$ cat src/rtl/wb_stage_if.sv
// MEM->WB bundle: pipeline control, MEM-stage fields, data-memory read word,
// and the register-file write port / retire outputs driven back by wb_stage.
`ifndef DATA_WIDTH
`define DATA_WIDTH 32
`endif
`ifndef FUNCTION_3
`define FUNCTION_3 3
`endif

interface wb_stage_if;
  logic                     stall;
  logic                     flush;
  logic                     mem_valid;
  logic                     mem_reg_write;
  logic [4:0]               mem_rd_addr;
  logic [`FUNCTION_3-1:0]   mem_funct3;
  logic [1:0]               mem_wb_data_sel;
  logic [`DATA_WIDTH-1:0]   mem_alu_result;
  logic [`DATA_WIDTH-1:0]   mem_pc4;
  logic [`DATA_WIDTH-1:0]   mem_imm;
  logic [`DATA_WIDTH-1:0]   dm_rdata;
  logic                     reg_write;
  logic [4:0]               reg_rd_addr;
  logic [`DATA_WIDTH-1:0]   reg_rd_data;
  logic                     wb_valid;
  logic [63:0]              instret;

  modport master (
    output stall, flush, mem_valid, mem_reg_write, mem_rd_addr, mem_funct3,
           mem_wb_data_sel, mem_alu_result, mem_pc4, mem_imm, dm_rdata,
    input  reg_write, reg_rd_addr, reg_rd_data, wb_valid, instret
  );

  modport slave (
    input  stall, flush, mem_valid, mem_reg_write, mem_rd_addr, mem_funct3,
           mem_wb_data_sel, mem_alu_result, mem_pc4, mem_imm, dm_rdata,
    output reg_write, reg_rd_addr, reg_rd_data, wb_valid, instret
  );
endinterface

$ cat src/rtl/wb_stage.sv
// Write-back stage: MEM/WB register with stall/flush, load alignment and
// extension, write-back source select, and a 64-bit retired-instruction counter.
module wb_stage (
  input  logic       clk,
  input  logic       rst,
  wb_stage_if.slave  bus
);

  typedef enum logic [1:0] {
    SEL_ALU  = 2'b00,
    SEL_LOAD = 2'b01,
    SEL_PC4  = 2'b10,
    SEL_IMM  = 2'b11
  } wb_sel_e;

  typedef struct packed {
    logic                   valid;
    logic                   reg_write;
    logic [4:0]             rd;
    logic [`FUNCTION_3-1:0] funct3;
    wb_sel_e                sel;
    logic [`DATA_WIDTH-1:0] alu;
    logic [`DATA_WIDTH-1:0] pc4;
    logic [`DATA_WIDTH-1:0] imm;
  } mem_wb_t;

  mem_wb_t     mem_wb_d, mem_wb_q;
  logic [63:0] instret_d, instret_q;

  // NOTE: every always_comb output gets a default first so no path leaves it unassigned (no latch).
  always_comb begin
    mem_wb_d  = mem_wb_q;
    instret_d = instret_q;
    if (bus.flush) begin
      mem_wb_d.valid     = 1'b0;
      mem_wb_d.reg_write = 1'b0;
    end else if (!bus.stall) begin
      mem_wb_d.valid     = bus.mem_valid;
      mem_wb_d.reg_write = bus.mem_reg_write;
      mem_wb_d.rd        = bus.mem_rd_addr;
      mem_wb_d.funct3    = bus.mem_funct3;
      mem_wb_d.sel       = wb_sel_e'(bus.mem_wb_data_sel);
      mem_wb_d.alu       = bus.mem_alu_result;
      mem_wb_d.pc4       = bus.mem_pc4;
      mem_wb_d.imm       = bus.mem_imm;
    end
    // An instruction retires on the edge it leaves WB, which a stall prevents.
    if (mem_wb_q.valid && !bus.stall) begin
      instret_d = instret_q + 64'd1;
    end
  end

  // NOTE: state flops use non-blocking assignments so all registers update together at the edge.
  always_ff @(posedge clk) begin
    if (!rst) begin
      mem_wb_q  <= '0;
      instret_q <= '0;
    end else begin
      mem_wb_q  <= mem_wb_d;
      instret_q <= instret_d;
    end
  end

  logic [1:0]             off;
  logic [7:0]             ld_byte;
  logic [15:0]            ld_half;
  logic [`DATA_WIDTH-1:0] load_data;
  logic [`DATA_WIDTH-1:0] wb_data;

  always_comb begin
    off     = mem_wb_q.alu[1:0];
    ld_byte = bus.dm_rdata[{off, 3'b000} +: 8];
    ld_half = off[1] ? bus.dm_rdata[31:16] : bus.dm_rdata[15:0];
    unique case (mem_wb_q.funct3)
      3'b000:  load_data = {{(`DATA_WIDTH-8){ld_byte[7]}}, ld_byte};
      3'b100:  load_data = {{(`DATA_WIDTH-8){1'b0}}, ld_byte};
      3'b001:  load_data = {{(`DATA_WIDTH-16){ld_half[15]}}, ld_half};
      3'b101:  load_data = {{(`DATA_WIDTH-16){1'b0}}, ld_half};
      default: load_data = bus.dm_rdata;
    endcase
  end

  always_comb begin
    unique case (mem_wb_q.sel)
      SEL_LOAD: wb_data = load_data;
      SEL_PC4:  wb_data = mem_wb_q.pc4;
      SEL_IMM:  wb_data = mem_wb_q.imm;
      default:  wb_data = mem_wb_q.alu;
    endcase
  end

  // Writes to x0 are suppressed here so the register file never sees them.
  assign bus.reg_write   = mem_wb_q.valid && mem_wb_q.reg_write && (mem_wb_q.rd != 5'd0);
  assign bus.reg_rd_addr = mem_wb_q.rd;
  assign bus.reg_rd_data = wb_data;
  assign bus.wb_valid    = mem_wb_q.valid;
  assign bus.instret     = instret_q;

endmodule

$ cat src/flat_wrapper.sv
// flat-port wrapper written by rule: the top's interface ports become plain ports
module wb_stage_flat 
  (clk, rst, bus_stall, bus_flush, bus_mem_valid, bus_mem_reg_write, bus_mem_rd_addr, bus_mem_funct3, bus_mem_wb_data_sel, bus_mem_alu_result, bus_mem_pc4, bus_mem_imm, bus_dm_rdata, bus_reg_write, bus_reg_rd_addr, bus_reg_rd_data, bus_wb_valid, bus_instret);
  wb_stage_if bus_i ();
  input  logic clk;
  input  logic rst;
  input wire logic [$bits(bus_i.stall)-1:0] bus_stall;
  input wire logic [$bits(bus_i.flush)-1:0] bus_flush;
  input wire logic [$bits(bus_i.mem_valid)-1:0] bus_mem_valid;
  input wire logic [$bits(bus_i.mem_reg_write)-1:0] bus_mem_reg_write;
  input wire logic [$bits(bus_i.mem_rd_addr)-1:0] bus_mem_rd_addr;
  input wire logic [$bits(bus_i.mem_funct3)-1:0] bus_mem_funct3;
  input wire logic [$bits(bus_i.mem_wb_data_sel)-1:0] bus_mem_wb_data_sel;
  input wire logic [$bits(bus_i.mem_alu_result)-1:0] bus_mem_alu_result;
  input wire logic [$bits(bus_i.mem_pc4)-1:0] bus_mem_pc4;
  input wire logic [$bits(bus_i.mem_imm)-1:0] bus_mem_imm;
  input wire logic [$bits(bus_i.dm_rdata)-1:0] bus_dm_rdata;
  output wire logic [$bits(bus_i.reg_write)-1:0] bus_reg_write;
  output wire logic [$bits(bus_i.reg_rd_addr)-1:0] bus_reg_rd_addr;
  output wire logic [$bits(bus_i.reg_rd_data)-1:0] bus_reg_rd_data;
  output wire logic [$bits(bus_i.wb_valid)-1:0] bus_wb_valid;
  output wire logic [$bits(bus_i.instret)-1:0] bus_instret;
  assign bus_i.stall = bus_stall;
  assign bus_i.flush = bus_flush;
  assign bus_i.mem_valid = bus_mem_valid;
  assign bus_i.mem_reg_write = bus_mem_reg_write;
  assign bus_i.mem_rd_addr = bus_mem_rd_addr;
  assign bus_i.mem_funct3 = bus_mem_funct3;
  assign bus_i.mem_wb_data_sel = bus_mem_wb_data_sel;
  assign bus_i.mem_alu_result = bus_mem_alu_result;
  assign bus_i.mem_pc4 = bus_mem_pc4;
  assign bus_i.mem_imm = bus_mem_imm;
  assign bus_i.dm_rdata = bus_dm_rdata;
  assign bus_reg_write = bus_i.reg_write;
  assign bus_reg_rd_addr = bus_i.reg_rd_addr;
  assign bus_reg_rd_data = bus_i.reg_rd_data;
  assign bus_wb_valid = bus_i.wb_valid;
  assign bus_instret = bus_i.instret;
  wb_stage u_core (.clk(clk), .rst(rst), .bus(bus_i));
endmodule
$ cat config.mk
export PLATFORM = sky130hd
export DESIGN_NAME = wb_stage_flat
export DESIGN_NICKNAME = d
export VERILOG_FILES = /design/src/rtl/wb_stage_if.sv /design/src/rtl/wb_stage.sv /design/src/flat_wrapper.sv
export SDC_FILE = /design/constraint.sdc
export NUM_CORES = 1
export LEC_CHECK = 0
export CAP_MARGIN = 20
export CORE_UTILIZATION = 48
export CTS_CLUSTER_SIZE = 14
export DETAILED_ROUTE_END_ITERATION = 10
export PLACE_DENSITY = 0.81
export SYNTH_ARGS = -nofsm -noshare
export SYNTH_HDL_FRONTEND = slang
export SYNTH_SLANG_ARGS = --single-unit
$ cat constraint.sdc
create_clock -name clk -period 3.1 [get_ports clk]
set_input_delay 0.465 -clock clk [delete_from_list [all_inputs] [get_ports clk]]
set_output_delay 0.465 -clock clk [all_outputs]
set_load 0.01 [all_outputs]
==> flow_metrics.py <==
metrics = {
    "status": {
        "outcome": "finished clean",
    },
    "die": {
        "design.die.area_mm2": 0.0177,
        "start_util": 0.494,
        "fp.dieW_um": 133,
        "dieHeight_um": 133,
        "ios": 247,
        "core_mm2": 0.0166,
        "rows": 47,
    },
    "yosys": {
        "yosysUniqueCellTypes": 49,
        "synth_top_area_frac": 0.419,
        "synth_nets": 1208,
        "ys_seq_elements": 172,
        "synth_flop_cell": "dfxtp_1",
        "synthArstFlopShare": 0,
        "syn_inst": 1063,
        "synth_commonest_cells": "nand2_1, dfxtp_1, a21oi_1, nor2_1, clkbuf_1",
        "ys_seq_area_frac": 0.419,
        "synth_area_leaders": "dfxtp_1, nand2_1, a21oi_1",
        "yosys_warnings": 0,
        "synth-edff-count": 0,
        "syn_area_per_cell_um2": 7.73,
        "synth.largest_area_cell": "dfxtp_1",
        "syn_area_mm2": 0.00822,
        "synth_most_common_cell": "nand2_1",
    },
    "sta": {
        "rsz0062_at_grt": "no",
        "finalSetupViolations": 0,
        "timing.hold.ws_ns": 0.452,
        "skew_ns": 0.0106,
        "tightest_slew_ns": 0.682,
        "finalHoldViolCount": 0,
        "maxSlewHeadroom": 0.542,
        "slew_violations": 0,
        "min_period_ns": 3.02,
        "max_freq_ghz": 0.331,
        "fin_tns_setup_ns": 0,
        "fin_crit_sh": 0.973,
    },
    "cells_and_area": {
        "fin_nets": 1432,
        "final_cells": 1523,
        "area_delta_synth_final_pct": 41.2,
        "seqCellArea_mm2": 0.00345,
        "multi_input_area_mm2": 0.00442,
        "fill_cells": 1357,
        "drive_above_1_share": 0.0885,
        "finalInstanceArea_mm2": 0.0116,
    },
    "critical_path": {
        "crit_path_cell_trace": "buf_12 > mux2_2 > nor3_1 > a2111o_1 > o21ai_0 > o2bb2a_1 > clkdlybuf4s50_1",
        "cp_num_cells": 7,
        "end_kind": "output pin",
        "path_buf_inv": 2,
        "crit_type": "reg -> out",
        "worstPathMaxFanout": 22,
        "critPathTopFamily": "buffers and inverters",
        "critPathLaunchType": "flip-flop",
        "ff2ff_path_depth": 5,
        "slowest_delay_ns": 0.51,
        "cp_data_required_time_ns": 2.63,
        "arrival_ns": 2.55,
        "critPathSlowestCell": "clkdlybuf4s50_1",
    },
    "route": {
        "drtPass1Iterations": 6,
        "routedWlPerCell_um": 18.3,
        "vias_per_cell": 5.77,
        "wl_um": 27900,
        "first_iter_violations": 1077,
        "drc_errors": 0,
        "postRouteAntennaNets": 0,
        "vias": 8785,
    },
    "grt": {
        "grt_overflow_total": 0,
        "antenna_found_initial": 3,
        "grt.total_usage": 0.312,
        "grt_pass1_wl_um": 43100,
        "grt_max_degree": 90,
        "first_global_vias": 8163,
    },
    "power": {
        "leakage_nw": 4.11,
        "power_mw": 5.14,
        "worst_ir_drop_vdd_uv": 368,
        "p_per_area_mw_per_mm2": 443,
    },
    "placement": {
        "io_buffers": 246,
        "place_area_mm2": 0.0109,
        "hpwlAfterDp_um": 19700,
        "gp_congestion": 0.975,
        "dp_cells": 1484,
    },
    "cts": {
        "cts-root-buf": "clkbuf_16",
        "cts_buffers": 17,
        "clock_path_buffers": 2,
        "cts_sinks": 172,
        "cts_hold_buf": 0,
        "insertion_delay_ns": 0.43,
        "cts_max_level": 4,
        "cts.clk_slew.worst_paths_ns": 0.07,
        "cts_tree": "built",
    },
    "hold_path": {
        "hp-class": "reg -> reg",
        "hold-path-cell-count": 2,
    },
    "flow_run": {
        "maxCapViolCount": 0,
    },
}
## placed cells by master (no fill, tap or decap), types with 17 or more instances in the layout
master and instances:
dfxtp_1 168, or3_1 19, o21ai_0 56, nand3_1 29, a21oi_1 149, xor2_1 19, buf_4 27, clkbuf_16 17
nand4_1 28, nor2_1 68, mux2_2 28, clkdlybuf4s50_1 238, a22oi_1 19, nand2_1 253
## state kept, by name, indices dropped and copies added (netlist names)
name	flops
u_core.bus.reg_rd_addr	5
u_core.mem_wb_q	102
u_core.bus.instret	64
u_core.bus.wb_valid	1
## final timing paths
| kind | from | end | slack [ns] |
|---|---|---|---|
| hold reg to reg | u_core.mem_wb_q[59] | u_core.mem_wb_q[59] | 0.45 |
| setup reg to reg | u_core.bus.instret[30] | u_core.bus.instret[58] | 0.71 |
| hold / removal | u_core.mem_wb_q[59] | u_core.mem_wb_q[59] | 0.45 |
| setup / recovery | u_core.mem_wb_q[65] | bus_reg_rd_data[1] | 0.08 |
## cells by family after synthesis
kind of cell    count (synthesis)  synth area share
compound gates                269             0.188
fa+ha+maj                       1           0.00152
mux                            41            0.0574
xor+xnor                       31            0.0330
simple gates                  458             0.256
buf+inv                        91            0.0457
flops                         172             0.419
## layout make-up
class                      instances  area share
timing repair buffer             279       0.241
clock inverter                    10     0.00981
clock buffer                      22      0.0409
sequential                       172       0.298
multi-input combinational        800       0.381
tap                              220      0.0237
antenna                            3    0.000647
inverter                          17     0.00604
## power by group
part / internal [mW] / total [mW] / switching, mW
sequential: 2.27 / 2.32 / 0.0419
clock: 1.25 / 2.14 / 0.892
combinational: 0.362 / 0.680 / 0.318
## per-stage QoR
step           setup WS (ns)  utilization
2_1_floorplan          0.703            -
3_3_place_gp          0.0811        0.658
3_5_place_dp          0.0464        0.658
4_1_cts             0.000290        0.694
5_1_grt               0.0191        0.697
6_report              0.0831        0.697
## timing repair
item | CTS | global route
setup endpoints to repair | 25 | 18
pin swaps | 0 | 0
gates resized for setup | 5 | 11
buffers inserted | 0 | 4
gates cloned | 0 | 0
## metal layers
metal | global-route usage | up-vias | wire (um)
met2 | 0.497 | 461 | 12900
li1 | - | 4161 | -
met4 | 0.143 | 0 | 947
met3 | 0.0843 | 58 | 2680
met5 | 0 | - | 0
met1 | 0.394 | 4105 | 11400
## worst min-delay path, delay by kind of cell (launching register included)
family,cells,cell delay (ns)
AND/OR/NAND/NOR,1,0.05
flip-flops,1,0.31
AO/OA/AOI/OAI,1,0.05
(Power assumes the default switching activity.)
